### src/rtl/mm_refill_ctrl_if.sv
// Cache-side and memory-side signal bundle for mm_refill_ctrl.
// master = refill controller, slave = cache/memory environment.
interface mm_refill_ctrl_if #(
    parameter int ADDR_W = 32,
    parameter int DATA_W = 32,
    parameter int CNT_W  = 20
);
    logic [ADDR_W-1:0] PC;
    logic              Req_Valid;
    logic              HitWrite;
    logic [DATA_W-1:0] MM_Rdata;
    logic              MM_Ack;
    logic              MM_Rd;
    logic [ADDR_W-1:0] MM_Addr;
    logic              Access_MM;
    logic [DATA_W-1:0] Data_MM;
    logic              Stall;
    logic [CNT_W-1:0]  CNT_MISS;
    logic [CNT_W-1:0]  CNT_STALL;

    modport master (
        input  PC, Req_Valid, HitWrite, MM_Rdata, MM_Ack,
        output MM_Rd, MM_Addr, Access_MM, Data_MM, Stall, CNT_MISS, CNT_STALL
    );

    modport slave (
        output PC, Req_Valid, HitWrite, MM_Rdata, MM_Ack,
        input  MM_Rd, MM_Addr, Access_MM, Data_MM, Stall, CNT_MISS, CNT_STALL
    );
endinterface

### src/rtl/mm_refill_ctrl.sv
// I-cache miss refill controller with saturating miss/stall counters.
// Define MM_PREFETCH_EN to add the one-entry next-word prefetch buffer.
module mm_refill_ctrl #(
    parameter int ADDR_W = 32,
    parameter int DATA_W = 32,
    parameter int CNT_W  = 20
) (
    input logic              CLK,
    input logic              RESET,
    mm_refill_ctrl_if.master bus
);
`ifdef MM_PREFETCH_EN
    typedef enum logic [1:0] {IDLE = 2'd0, REQ = 2'd1, FILL = 2'd2, PF_REQ = 2'd3} state_t;
    localparam logic [ADDR_W-1:0] WORD_STEP = {{(ADDR_W-3){1'b0}}, 3'd4};
`else
    typedef enum logic [1:0] {IDLE = 2'd0, REQ = 2'd1, FILL = 2'd2} state_t;
`endif

    state_t            state_r;
    logic              mm_rd_r;
    logic              access_mm_r;
    logic              stall_r;
    logic [ADDR_W-1:0] mm_addr_r;
    logic [DATA_W-1:0] data_mm_r;
    logic [CNT_W-1:0]  cnt_miss_r;
    logic [CNT_W-1:0]  cnt_stall_r;
    logic              miss_s;
    logic [ADDR_W-1:0] pc_word_s;
`ifdef MM_PREFETCH_EN
    logic              pf_valid_r;
    logic [ADDR_W-1:0] pf_addr_r;
    logic [DATA_W-1:0] pf_data_r;
    logic              pend_r;
    logic [ADDR_W-1:0] pend_addr_r;
    logic              pf_hit_s;
`endif

    function automatic logic [CNT_W-1:0] sat_inc(input logic [CNT_W-1:0] v);
        if (&v) return v;
        else    return v + {{(CNT_W-1){1'b0}}, 1'b1};
    endfunction

    // Miss detection, word-aligned lookup address and buffer match
    always_comb begin
        miss_s    = bus.Req_Valid & ~bus.HitWrite;
        pc_word_s = bus.PC & {{(ADDR_W-2){1'b1}}, 2'b00};
`ifdef MM_PREFETCH_EN
        pf_hit_s = 1'b0;
        if (pf_valid_r && (pf_addr_r == pc_word_s)) pf_hit_s = 1'b1;
        else                                        pf_hit_s = 1'b0;
`endif
    end

    // Refill FSM with registered outputs and saturating counters
    always_ff @(posedge CLK) begin
        if (!RESET) begin
            state_r     <= IDLE;
            mm_rd_r     <= 1'b0;
            access_mm_r <= 1'b0;
            stall_r     <= 1'b0;
            mm_addr_r   <= {ADDR_W{1'b0}};
            data_mm_r   <= {DATA_W{1'b0}};
            cnt_miss_r  <= {CNT_W{1'b0}};
            cnt_stall_r <= {CNT_W{1'b0}};
`ifdef MM_PREFETCH_EN
            pf_valid_r  <= 1'b0;
            pf_addr_r   <= {ADDR_W{1'b0}};
            pf_data_r   <= {DATA_W{1'b0}};
            pend_r      <= 1'b0;
            pend_addr_r <= {ADDR_W{1'b0}};
`endif
        end else begin
            if (stall_r) cnt_stall_r <= sat_inc(cnt_stall_r);
            case (state_r)
                IDLE: begin
                    access_mm_r <= 1'b0;
                    if (miss_s) begin
                        cnt_miss_r <= sat_inc(cnt_miss_r);
                        mm_addr_r  <= pc_word_s;
                        stall_r    <= 1'b1;
`ifdef MM_PREFETCH_EN
                        pf_valid_r <= 1'b0;
                        if (pf_hit_s) begin
                            data_mm_r   <= pf_data_r;
                            access_mm_r <= 1'b1;
                            state_r     <= FILL;
                        end else begin
                            mm_rd_r <= 1'b1;
                            state_r <= REQ;
                        end
`else
                        mm_rd_r <= 1'b1;
                        state_r <= REQ;
`endif
                    end
                end
                REQ: begin
                    if (bus.MM_Ack) begin
                        data_mm_r   <= bus.MM_Rdata;
                        access_mm_r <= 1'b1;
                        mm_rd_r     <= 1'b0;
                        state_r     <= FILL;
                    end
                end
                FILL: begin
                    access_mm_r <= 1'b0;
                    stall_r     <= 1'b0;
`ifdef MM_PREFETCH_EN
                    mm_addr_r   <= mm_addr_r + WORD_STEP;
                    mm_rd_r     <= 1'b1;
                    state_r     <= PF_REQ;
`else
                    state_r     <= IDLE;
`endif
                end
`ifdef MM_PREFETCH_EN
                PF_REQ: begin
                    // A miss raised during the prefetch waits for its ack
                    if (bus.MM_Ack) begin
                        if (pend_r) begin
                            pend_r <= 1'b0;
                            if (pend_addr_r == mm_addr_r) begin
                                data_mm_r   <= bus.MM_Rdata;
                                access_mm_r <= 1'b1;
                                mm_rd_r     <= 1'b0;
                                state_r     <= FILL;
                            end else begin
                                mm_addr_r <= pend_addr_r;
                                state_r   <= REQ;
                            end
                        end else begin
                            pf_addr_r  <= mm_addr_r;
                            pf_data_r  <= bus.MM_Rdata;
                            pf_valid_r <= 1'b1;
                            mm_rd_r    <= 1'b0;
                            state_r    <= IDLE;
                        end
                    end else if (miss_s && !pend_r) begin
                        pend_r      <= 1'b1;
                        pend_addr_r <= pc_word_s;
                        cnt_miss_r  <= sat_inc(cnt_miss_r);
                        stall_r     <= 1'b1;
                    end
                end
`endif
                default: begin
                    state_r     <= IDLE;
                    mm_rd_r     <= 1'b0;
                    access_mm_r <= 1'b0;
                    stall_r     <= 1'b0;
                end
            endcase
        end
    end

    assign bus.MM_Rd     = mm_rd_r;
    assign bus.MM_Addr   = mm_addr_r;
    assign bus.Access_MM = access_mm_r;
    assign bus.Data_MM   = data_mm_r;
    assign bus.Stall     = stall_r;
    assign bus.CNT_MISS  = cnt_miss_r;
    assign bus.CNT_STALL = cnt_stall_r;
endmodule

### src/flat_wrapper.sv
// flat-port wrapper written by rule: the top's interface ports become plain ports
module mm_refill_ctrl_flat 
#(
    parameter int ADDR_W = 32,
    parameter int DATA_W = 32,
    parameter int CNT_W  = 20
)
  (CLK, RESET, bus_PC, bus_Req_Valid, bus_HitWrite, bus_MM_Rdata, bus_MM_Ack, bus_MM_Rd, bus_MM_Addr, bus_Access_MM, bus_Data_MM, bus_Stall, bus_CNT_MISS, bus_CNT_STALL);
  mm_refill_ctrl_if #(.ADDR_W(ADDR_W), .DATA_W(DATA_W), .CNT_W(CNT_W)) bus_i ();
  input logic CLK;
  input logic RESET;
  input wire logic [$bits(bus_i.PC)-1:0] bus_PC;
  input wire logic [$bits(bus_i.Req_Valid)-1:0] bus_Req_Valid;
  input wire logic [$bits(bus_i.HitWrite)-1:0] bus_HitWrite;
  input wire logic [$bits(bus_i.MM_Rdata)-1:0] bus_MM_Rdata;
  input wire logic [$bits(bus_i.MM_Ack)-1:0] bus_MM_Ack;
  output wire logic [$bits(bus_i.MM_Rd)-1:0] bus_MM_Rd;
  output wire logic [$bits(bus_i.MM_Addr)-1:0] bus_MM_Addr;
  output wire logic [$bits(bus_i.Access_MM)-1:0] bus_Access_MM;
  output wire logic [$bits(bus_i.Data_MM)-1:0] bus_Data_MM;
  output wire logic [$bits(bus_i.Stall)-1:0] bus_Stall;
  output wire logic [$bits(bus_i.CNT_MISS)-1:0] bus_CNT_MISS;
  output wire logic [$bits(bus_i.CNT_STALL)-1:0] bus_CNT_STALL;
  assign bus_i.PC = bus_PC;
  assign bus_i.Req_Valid = bus_Req_Valid;
  assign bus_i.HitWrite = bus_HitWrite;
  assign bus_i.MM_Rdata = bus_MM_Rdata;
  assign bus_i.MM_Ack = bus_MM_Ack;
  assign bus_MM_Rd = bus_i.MM_Rd;
  assign bus_MM_Addr = bus_i.MM_Addr;
  assign bus_Access_MM = bus_i.Access_MM;
  assign bus_Data_MM = bus_i.Data_MM;
  assign bus_Stall = bus_i.Stall;
  assign bus_CNT_MISS = bus_i.CNT_MISS;
  assign bus_CNT_STALL = bus_i.CNT_STALL;
  mm_refill_ctrl #(.ADDR_W(ADDR_W), .DATA_W(DATA_W), .CNT_W(CNT_W)) u_core (.CLK(CLK), .RESET(RESET), .bus(bus_i));
endmodule
### config.mk
export PLATFORM = sky130hd
export DESIGN_NAME = mm_refill_ctrl_flat
export DESIGN_NICKNAME = d
export VERILOG_FILES = /design/src/rtl/mm_refill_ctrl_if.sv /design/src/rtl/mm_refill_ctrl.sv /design/src/flat_wrapper.sv
export SDC_FILE = /design/constraint.sdc
export NUM_CORES = 1
export LEC_CHECK = 0
export ABC_AREA = 1
export BUFFER_PORTS_ARGS = -buffer_cell sky130_fd_sc_hd__buf_2
export CAP_MARGIN = 25
export CORE_MARGIN = 8
export CORE_UTILIZATION = 43
export DETAILED_ROUTE_END_ITERATION = 8
export GPL_TIMING_DRIVEN = 0
export PLACE_DENSITY = 0.67
export SLEW_MARGIN = 20
export SYNTH_ARGS = -nofsm -noshare
export SYNTH_HDL_FRONTEND = slang
export SYNTH_SLANG_ARGS = --single-unit
### constraint.sdc
create_clock -name CLK -period 2.15 [get_ports CLK]
set_clock_uncertainty 0.2 [all_clocks]
set_input_delay 0.1075 -clock CLK [delete_from_list [all_inputs] [get_ports CLK]]
set_output_delay 0.1075 -clock CLK [all_outputs]
set_load 0.1 [all_outputs]
Yosys cells after proc, flatten, opt, wreduce, memory -nomap -nowiden
Cells that the tools add are included.
{"block": "op_classes", "addsub": 2, "eq_ne": 4, "mux": 7, "bitwise_logic": 6, "reduce_logical": 11}
{"op": "20-bit by 1-bit adder with 20-bit output, second input constant", "count": 2}
{"op": "20-bit AND reduction", "count": 2}
{"op": "2-bit AND reduction", "count": 6}
{"op": "3-bit AND reduction", "count": 2}
{"op": "1-bit inverter", "count": 5}
{"op": "2-bit two-way mux", "count": 2}
{"op": "2-bit one-hot mux with 2 select lines", "count": 1}
{"op": "1-bit one-hot mux with 3 select lines", "count": 1}
{"op": "2-bit by 1-bit equality test with 1-bit output, second input constant", "count": 1}
{"op": "2-bit equality test, second input constant", "count": 1}
{"op": "2-bit logical NOT", "count": 1}
{"op": "1-bit two-way mux", "count": 2}
{"op": "2-bit by 1-bit inequality test with 1-bit output, second input constant", "count": 1}
{"op": "2-bit inequality test, second input constant", "count": 1}
{"op": "1-bit one-hot mux with 2 select lines", "count": 1}
{"op": "1-bit AND", "count": 1}
{"block": "totals", "register_bits": 107, "input_bits": 69, "out_inout_bits": 107, "word_cells": 38}

Depth between registers and ports, before layout
Gate-level depths: netlist of the first run.
{"block": "logic_depth", "word_depth": 4, "mapped_depth": 10, "ltp_nobuf": 10}

Worst setup path after synthesis of the first run
No wires, ideal clock.
{"block": "synth_path", "path_type": "flip-flop to flip-flop", "from": "register u_core.cnt_stall_r[0] (netlist: u_core.bus.CNT_STALL[0])", "to": "register u_core.cnt_stall_r[2] (netlist: u_core.bus.CNT_STALL[2])", "setup_time_ns": 0.119, "arrival_time_ns": 2.248, "required_ns": 1.831, "path_slack_ns": -0.418, "stages_incl_launch_ff": 10, "n_path_buf": 1, "synth_period_minus_slack_ns": 2.568, "path_cell_list": "dfxtp_1 > ha_1 > nand2_1 > nor2_4 > nand3_2 > nor2_2 > nor2_1 > buf_6 > a21oi_1 > nor2_1"}
{"block": "synth_via", "elab_chain_len": 3}
{"element": "from (decl)", "line_no": "mm_refill_ctrl.sv:26", "text": "logic [CNT_W-1:0] cnt_stall_r;"}
{"element": "from (signal assigned)", "line_no": "mm_refill_ctrl.sv:64", "text": "cnt_stall_r <= {CNT_W{1'b0}};"}
{"element": "from (signal assigned)", "line_no": "mm_refill_ctrl.sv:73", "text": "if (stall_r) cnt_stall_r <= sat_inc(cnt_stall_r);"}
{"element": "parallel branches: the longest is 3 deep, another holds 20-bit by 1-bit adder with 20-bit output"}
Several ways; the timed one is not identified.
A chain may end at the register's enable or synchronous reset.

Final worst setup path of the first run
{"block": "layout_path", "from": "register u_core.cnt_miss_r[0] (netlist: u_core.bus.CNT_MISS[0])", "to": "register u_core.cnt_miss_r[13] (netlist: u_core.bus.CNT_MISS[13])"}
{"block": "layout_via", "elab_chain_len": 3}
{"element": "from (decl)", "line_no": "mm_refill_ctrl.sv:25", "text": "logic [CNT_W-1:0] cnt_miss_r;"}
{"element": "from (signal assigned)", "line_no": "mm_refill_ctrl.sv:63", "text": "cnt_miss_r <= {CNT_W{1'b0}};"}
{"element": "from (signal assigned)", "line_no": "mm_refill_ctrl.sv:78", "text": "cnt_miss_r <= sat_inc(cnt_miss_r);"}
{"element": "parallel branches: the longest is 3 deep, another holds 20-bit by 1-bit adder with 20-bit output"}
Several ways; the timed one is not identified.

==> impl_metrics.tcl, run 1 <==
set metrics [dict create \
    final_cells 1062 \
    slew_violations 0 \
    die_area_sq_um 14600 \
    startpoint_type "flop" \
    wl_per_cell_um 14.4 \
    final_cell_area_sq_um 6630 \
    power.leakage_nw 2.86 \
    critPathArrivalTime_ns 2.07 \
    reg2reg_slack_ns 0.18 \
    ys_ff_latch 107 \
    p_sw_share_pct 34.6 \
    drive_gt1_share_pct 28.3 \
    grt_pass1_vias 5062 \
    ys.flop_type "dfxtp_1" \
    async_reset_ff_share_pct 0 \
    grt_max_degree 17 \
    dieWidth_um 121 \
    violations "hold timing" \
    critPathCaptureType "flop" \
    netlist_instances 670 \
    p_comb_share_pct 23.1 \
    synth_top_area_share_pct 45.4 \
    cts_tree "built" \
    post_cts_buffers 0 \
    fmax_ghz 0.507 \
    placed_area_sq_um 5800 \
    rows 38 \
    synth_edf_count 0 \
    synth.yosys.seq_area_share_pct 45.4 \
    clk_latency_ns 0.37 \
    syn_area_sq_um 4720 \
    ff2ff_path_depth 9 \
    fin_ws_ns 0.176 \
    power.density_nw_per_um2 640 \
    status "finished with violations" \
    whs_ns -0.0255 \
    synth_cell_types 27 \
    finalSetupViolCount 0 \
    initial_core_util_pct 43.8 \
    cts_buffers 9 \
    yosysTopAreaCell "dfxtp_1" \
    synth_common_cells "nand2_1 (151), nor2_1 (128), dfxtp_1 (107), nand3_1 (61), a21oi_1 (55)" \
    setup_tns_ns 0 \
    hold_viol 2 \
    clock-sinks 107 \
    seqPwrFrac_pct 49.3 \
    port_buffers 169 \
    globalplace.congestion 0.871 \
    yosys_warnings 0 \
    clkTransAtPathRegs_ns 0.10 \
    hold_path_end "u_core.bus.CNT_MISS[10]$_SDFFE_PN0P_" \
    crit_required_ns 2.24 \
    antenna_found_initial 1 \
    min_path_type "in -> reg" \
    drt-vias-per-instance 4.94 \
    crit_type "reg -> reg" \
    finalCritPeriodShare_pct 91.8 \
    yosysMostFrequentCell "nand2_1" \
    hpwl_um 10700 \
    grt_overflow 0 \
    internal-power_mw 2.77 \
    r2r_end "u_core.bus.CNT_MISS[13]$_SDFFE_PN0P_" \
    relSlewSlack_pct 50.0 \
    synth_top_cells_by_area "dfxtp_1 (45%), nand2_1 (12%), nor2_1 (10%), nand3_1 (6.5%), a21oi_1 (5.8%)" \
    vias 5250 \
    cts-root-buf "clkbuf_8" \
    grt_pass1_wl_um 24500 \
    p_total_mw 4.24 \
    areaGrowthSynthToFinish_pct 40.5 \
    nNetsFinal 987 \
    firstDrtPassIters 5 \
    crit_fanout 10 \
    power.switching_mw 1.47 \
    fin_util_pct 61.5 \
    io_pins 176 \
    fp.dieH_um 121 \
    place_ws_ns 0.229 \
    drc 0 \
    ant_nets 0 \
    worstMarginPinSlew_ns 0.750 \
    reg2reg_from "u_core.bus.CNT_MISS[0]$_SDFFE_PN0P_" \
    whs_path_depth 3 \
    period_needed_ns 1.97 \
    cts_buffer_depth 2 \
    p_clk_share_pct 27.6 \
    coreArea_sq_um 10800 \
    worstHoldStart "RESET" \
    rsz0062_at_grt "no" \
    ir_worst_vdd_uv 379 \
    grt_usage_pct 20.3 \
    drt-initial-drc-count 337 \
    cts-htree-levels 3 \
    cap_violations 0 \
    dp.cells 980 \
    drt_wl_total_um 15300 \
    syn_avg_cell_area_sq_um 7.05 \
]
-- metal layers --
metal / share of wire [%] / vias to the layer above / GRT usage [%]
li1: - / 2647 / -
met3: 7.4 / 29 / 6.15
met2: 49 / 166 / 34.7
met1: 41 / 2408 / 23.2
met4: 2.5 / 0 / 8.27
met5: 0 / - / 0
-- power by group through the flow --
stage | registers [mW] | logic [mW] | clock network [mW]
6_report | 2.09 | 0.980 | 1.17
5_1_grt | 2.10 | 1.03 | 1.28
4_1_cts | 2.09 | 0.974 | 1.20
3_5_place_dp | 2.14 | 0.884 | 0
3_3_place_gp | 2.13 | 0.874 | 0
2_1_floorplan | 2.61 | 0.212 | 0
-- sequential cells by signal, indices dropped and copies added, names as in the netlist --
signal,count
u_core.bus.Stall,1
u_core.bus.MM_Addr,30
u_core.bus.MM_Rd,1
u_core.bus.Access_MM,1
u_core.bus.CNT_STALL,20
u_core.bus.Data_MM,32
u_core.bus.CNT_MISS,20
u_core.state_r,2
-- cell usage in the layout (no fill, tap or decap) --
master,netlist,routed
xnor2_1,7,7
buf_4,2,2
dlygate4sd3_1,0,65
buf_1,1,1
nor2_1,128,128
nand3_2,3,3
nand3_1,61,61
nand3b_1,3,3
o21ai_1,5,5
nand2_4,4,4
diode_2,0,1
nor2_2,6,6
dfxtp_1,107,68
dfxtp_2,0,37
nand2_1,151,151
clkinv_2,0,3
buf_2,3,172
a21oi_2,8,8
xor2_1,5,5
inv_6,0,1
a21oi_1,55,55
dfxtp_4,0,2
o31ai_1,1,1
inv_1,31,31
nand4_1,7,7
conb_1,1,2
nor2_4,3,3
clkbuf_8,0,11
ha_1,2,2
nor3_1,7,7
buf_6,2,2
clkbuf_1,24,25
inv_2,7,7
o21ai_0,36,36
-- cell type report --
cell class                      count  area, sq um
Multi-Input combinational cell    494         2300
Clock inverter                      4         23.8
Tap cell                          140          175
Timing Repair Buffer              234         1500
Buffer                             32          146
Inverter                           38          143
Antenna cell                        1         2.50
Clock buffer                       12          155
Fill cell                         971         4160
Sequential cell                   107         2200
-- worst max-delay path by stage --
| stage | from | slack, ns | cells past startpoint | endpoint |
|---|---|---|---|---|
| CTS | u_core.bus.CNT_MISS[0]$_SDFFE_PN0P_ | 0.19 | 9 | u_core.bus.CNT_MISS[13]$_SDFFE_PN0P_ |
| global placement | u_core.bus.CNT_MISS[0]$_SDFFE_PN0P_ | 0.26 | 9 | u_core.bus.CNT_MISS[13]$_SDFFE_PN0P_ |
| detailed placement | u_core.bus.CNT_MISS[0]$_SDFFE_PN0P_ | 0.23 | 9 | u_core.bus.CNT_MISS[13]$_SDFFE_PN0P_ |
| finish | u_core.bus.CNT_MISS[0]$_SDFFE_PN0P_ | 0.18 | 9 | u_core.bus.CNT_MISS[13]$_SDFFE_PN0P_ |
| floorplan | u_core.bus.CNT_MISS[1]$_SDFFE_PN0P_ | 0.01 | 9 | u_core.bus.CNT_MISS[5]$_SDFFE_PN0P_ |
| global route | u_core.bus.CNT_STALL[0]$_SDFFE_PN0P_ | 0.07 | 9 | u_core.bus.CNT_STALL[9]$_SDFFE_PN0P_ |
-- critical path: stages, from the launching register on --
cell and delay, ns:
dfxtp_2 0.35, ha_1 0.23, nand3_2 0.13, inv_2 0.08, nand3_2 0.11, nor2_2 0.05, nor2_4 0.22, buf_2 0.28
nand2_1 0.10, a21oi_2 0.15
-- logic make-up (layout without fill, tap and decap cells) --
kind of cell    after synthesis  count (layout)  synth area share, %
buf+inv                      70             320                 6.12
fa+ha+maj                     2               2                0.530
compound gates              105             105                 11.8
xor+xnor                     12              12                 2.23
flops                       107             107                 45.4
simple gates                373             373                 33.9
other cells                   1               3               0.0794
-- timing repair --
action,in CTS,in global routing
endpoints found under the hold margin,62,0
gates resized for setup,0,0
hold buffers,65,0
Power figures use the tool's default switching activity.
==> run 2, diff against run 1 <==
==> constraint.sdc (replaced) <==
create_clock -name CLK -period 1.95 [get_ports CLK]
set_clock_uncertainty 0.2 [all_clocks]
set_input_delay 0.0975 -clock CLK [delete_from_list [all_inputs] [get_ports CLK]]
set_output_delay 0.0975 -clock CLK [all_outputs]
set_load 0.1 [all_outputs]
==> run 2 against run 1 <==
The flow now finishes without violations. Fmax is 7.2% higher. Cell count about the same. Die area is the same. Total power rose by 13%. Highest routed layer unchanged. Non-clock buffer count unchanged. Combinational power up 10%. Worst setup slack got worse by 0.067 ns. Flip-flop and latch count unchanged. Core utilization is 0.80 points higher. Sequential share of layout area decreased by 0.053 points. Sequential power is 10% higher. Critical path type unchanged.
==> impl_metrics.tcl, run 2 (synthesis results as in run 1) <==
set metrics [dict create \
    worstSetupStartpoint "u_core.bus.CNT_STALL[0]$_SDFFE_PN0P_" \
    crit_fanout 10 \
    antenna_found_initial 0 \
    clk_latency_ns 0.37 \
    power.density_nw_per_um2 713 \
    critPathArrivalTime_ns 1.87 \
    largest_register_ffs 32 \
    io_pins 176 \
    startpoint_type "flop" \
    finalSetupViolCount 0 \
    rows 38 \
    port_buffers 169 \
    power.leakage_nw 2.88 \
    hpwl_um 11000 \
    fp.dieH_um 121 \
    cts-root-buf "clkbuf_8" \
    worstMarginPinSlew_ns 0.759 \
    fmax_ghz 0.543 \
    grt_usage_pct 20.8 \
    ir_worst_vdd_uv 436 \
    fin_ws_ns 0.110 \
    dieWidth_um 121 \
    rsz0062_at_grt "no" \
    drive_gt1_share_pct 28.9 \
    cts_buffer_depth 2 \
    gr-max-usage-layer "met2" \
    final_common_cell "buf_2" \
    post_cts_buffers 0 \
    drc 0 \
    clkTransAtPathRegs_ns 0.10 \
    reg2reg_from "u_core.bus.CNT_STALL[0]$_SDFFE_PN0P_" \
    initial_core_util_pct 43.8 \
    met3_usage_pct 6.39 \
    firstDrtPassIters 5 \
    use_met1_pct 23.8 \
    slew_violations 0 \
    crit_required_ns 1.98 \
    setup_tns_ns 0 \
    cts_buffers 9 \
    p_clk_share_pct 29.3 \
    critPathCaptureType "flop" \
    grt_overflow 0 \
    grt_max_degree 18 \
    cts-htree-levels 3 \
    vias 5288 \
    status "finished, final reports clean" \
    drt_wl_total_um 15200 \
    grt_pass1_wl_um 25000 \
    p_sw_share_pct 34.4 \
    finalCritPeriodShare_pct 94.4 \
    grt_use_met2_pct 35.4 \
    globalplace.congestion 0.880 \
    areaGrowthSynthToFinish_pct 42.3 \
    internal-power_mw 3.14 \
    die_area_sq_um 14600 \
    worstSetupEndpoint "u_core.bus.CNT_STALL[9]$_SDFFE_PN0P_" \
    clock-sinks 107 \
    p_comb_share_pct 22.6 \
    drt-initial-drc-count 308 \
    relSlewSlack_pct 49.4 \
    grt_pass1_vias 5235 \
    period_needed_ns 1.84 \
    coreArea_sq_um 10800 \
    seqPwrFrac_pct 48.1 \
    r2r_end "u_core.bus.CNT_STALL[9]$_SDFFE_PN0P_" \
    nNetsFinal 987 \
    ant_nets 0 \
    crit_type "reg -> reg" \
    wl_per_cell_um 14.4 \
    reg2reg_slack_ns 0.11 \
    power.switching_mw 1.65 \
    cts_tree "built" \
    place_ws_ns 0.102 \
    hold_viol 0 \
    insertedDiodeCount 0 \
    ff2ff_path_depth 9 \
    mostFrequentLayoutCells "buf_2 (171), nand2_1 (151), nor2_1 (127), dlygate4sd3_1 (66), dfxtp_1 (66)" \
    drt-vias-per-instance 4.98 \
    min_path_type "in -> reg" \
    cap_violations 0 \
    whs_ns 0.183 \
]
-- run 2: what timing repair did --
item / in CTS / in global routing
setup endpoints to repair: 0 / 8
hold endpoints to repair: 63 / 0
resized for setup: 0 / 2
hold buffers: 66 / 0
-- run 2: power groups by stage --
stage	sequential [mW]	combinational (mW)	clock, mW
after floorplan	2.87	0.235	0
after global placement	2.34	0.966	0
after detailed placement	2.35	0.977	0
after CTS	2.30	1.08	1.45
after global routing	2.31	1.14	1.52
final	2.30	1.08	1.40
-- run 2: worst min path at each step --
stage               slack [ns]                             endpoint              from  cells after the start
floorplan                 0.06  u_core.bus.Data_MM[28]$_SDFFE_PN0P_  bus_MM_Rdata[28]                      2
global placement          0.15   u_core.bus.MM_Addr[7]$_SDFFE_PN0P_         bus_PC[7]                      3
detailed placement        0.15  u_core.bus.MM_Addr[17]$_SDFFE_PN0P_        bus_PC[17]                      3
CTS                       0.19  u_core.bus.MM_Addr[31]$_SDFFE_PN0P_      bus_HitWrite                      5
global route              0.24  u_core.bus.MM_Addr[31]$_SDFFE_PN0P_      bus_HitWrite                      5
finish                    0.18  u_core.bus.MM_Addr[31]$_SDFFE_PN0P_      bus_HitWrite                      5
-- run 2: metrics by stage --
stage                     total power, mW  util [%]  std cells  instance area (sq um)
after floorplan                      3.11         -        671                   4830
after global placement               3.31      54.2        980                   5850
after detailed placement             3.33      54.2        980                   5850
after CTS                            4.83      62.3       1062                   6720
after global routing                 4.97      62.3       1061                   6720
final                                4.79      62.3       1061                   6720
-- run 2: area by class of cell --
| class | instances | area (sq um) |
|---|---|---|
| sequential | 107 | 2220 |
| fill | 937 | 4070 |
| inverter | 38 | 143 |
| tap | 140 | 175 |
| clock buffer | 13 | 180 |
| multi-input combinational | 494 | 2320 |
| clock inverter | 3 | 26.3 |
| buffer | 31 | 145 |
| timing repair buffer | 235 | 1510 |
-- run 2: critical path, cell delays in order, from the launching register on --
cell and delay, ns:
dfxtp_4 0.40, ha_4 0.14, nand2_1 0.09, nor2_4 0.17, nand3_2 0.17, nor2_2 0.13
nor2_1 0.09, buf_6 0.15, o21ai_1 0.07, a21oi_1 0.07
-- run 2: metal layers --
layer	wire, um	vias up
met5	0	-
met4	372	0
met3	1190	28
met2	7400	170
met1	6270	2444
li1	-	2646
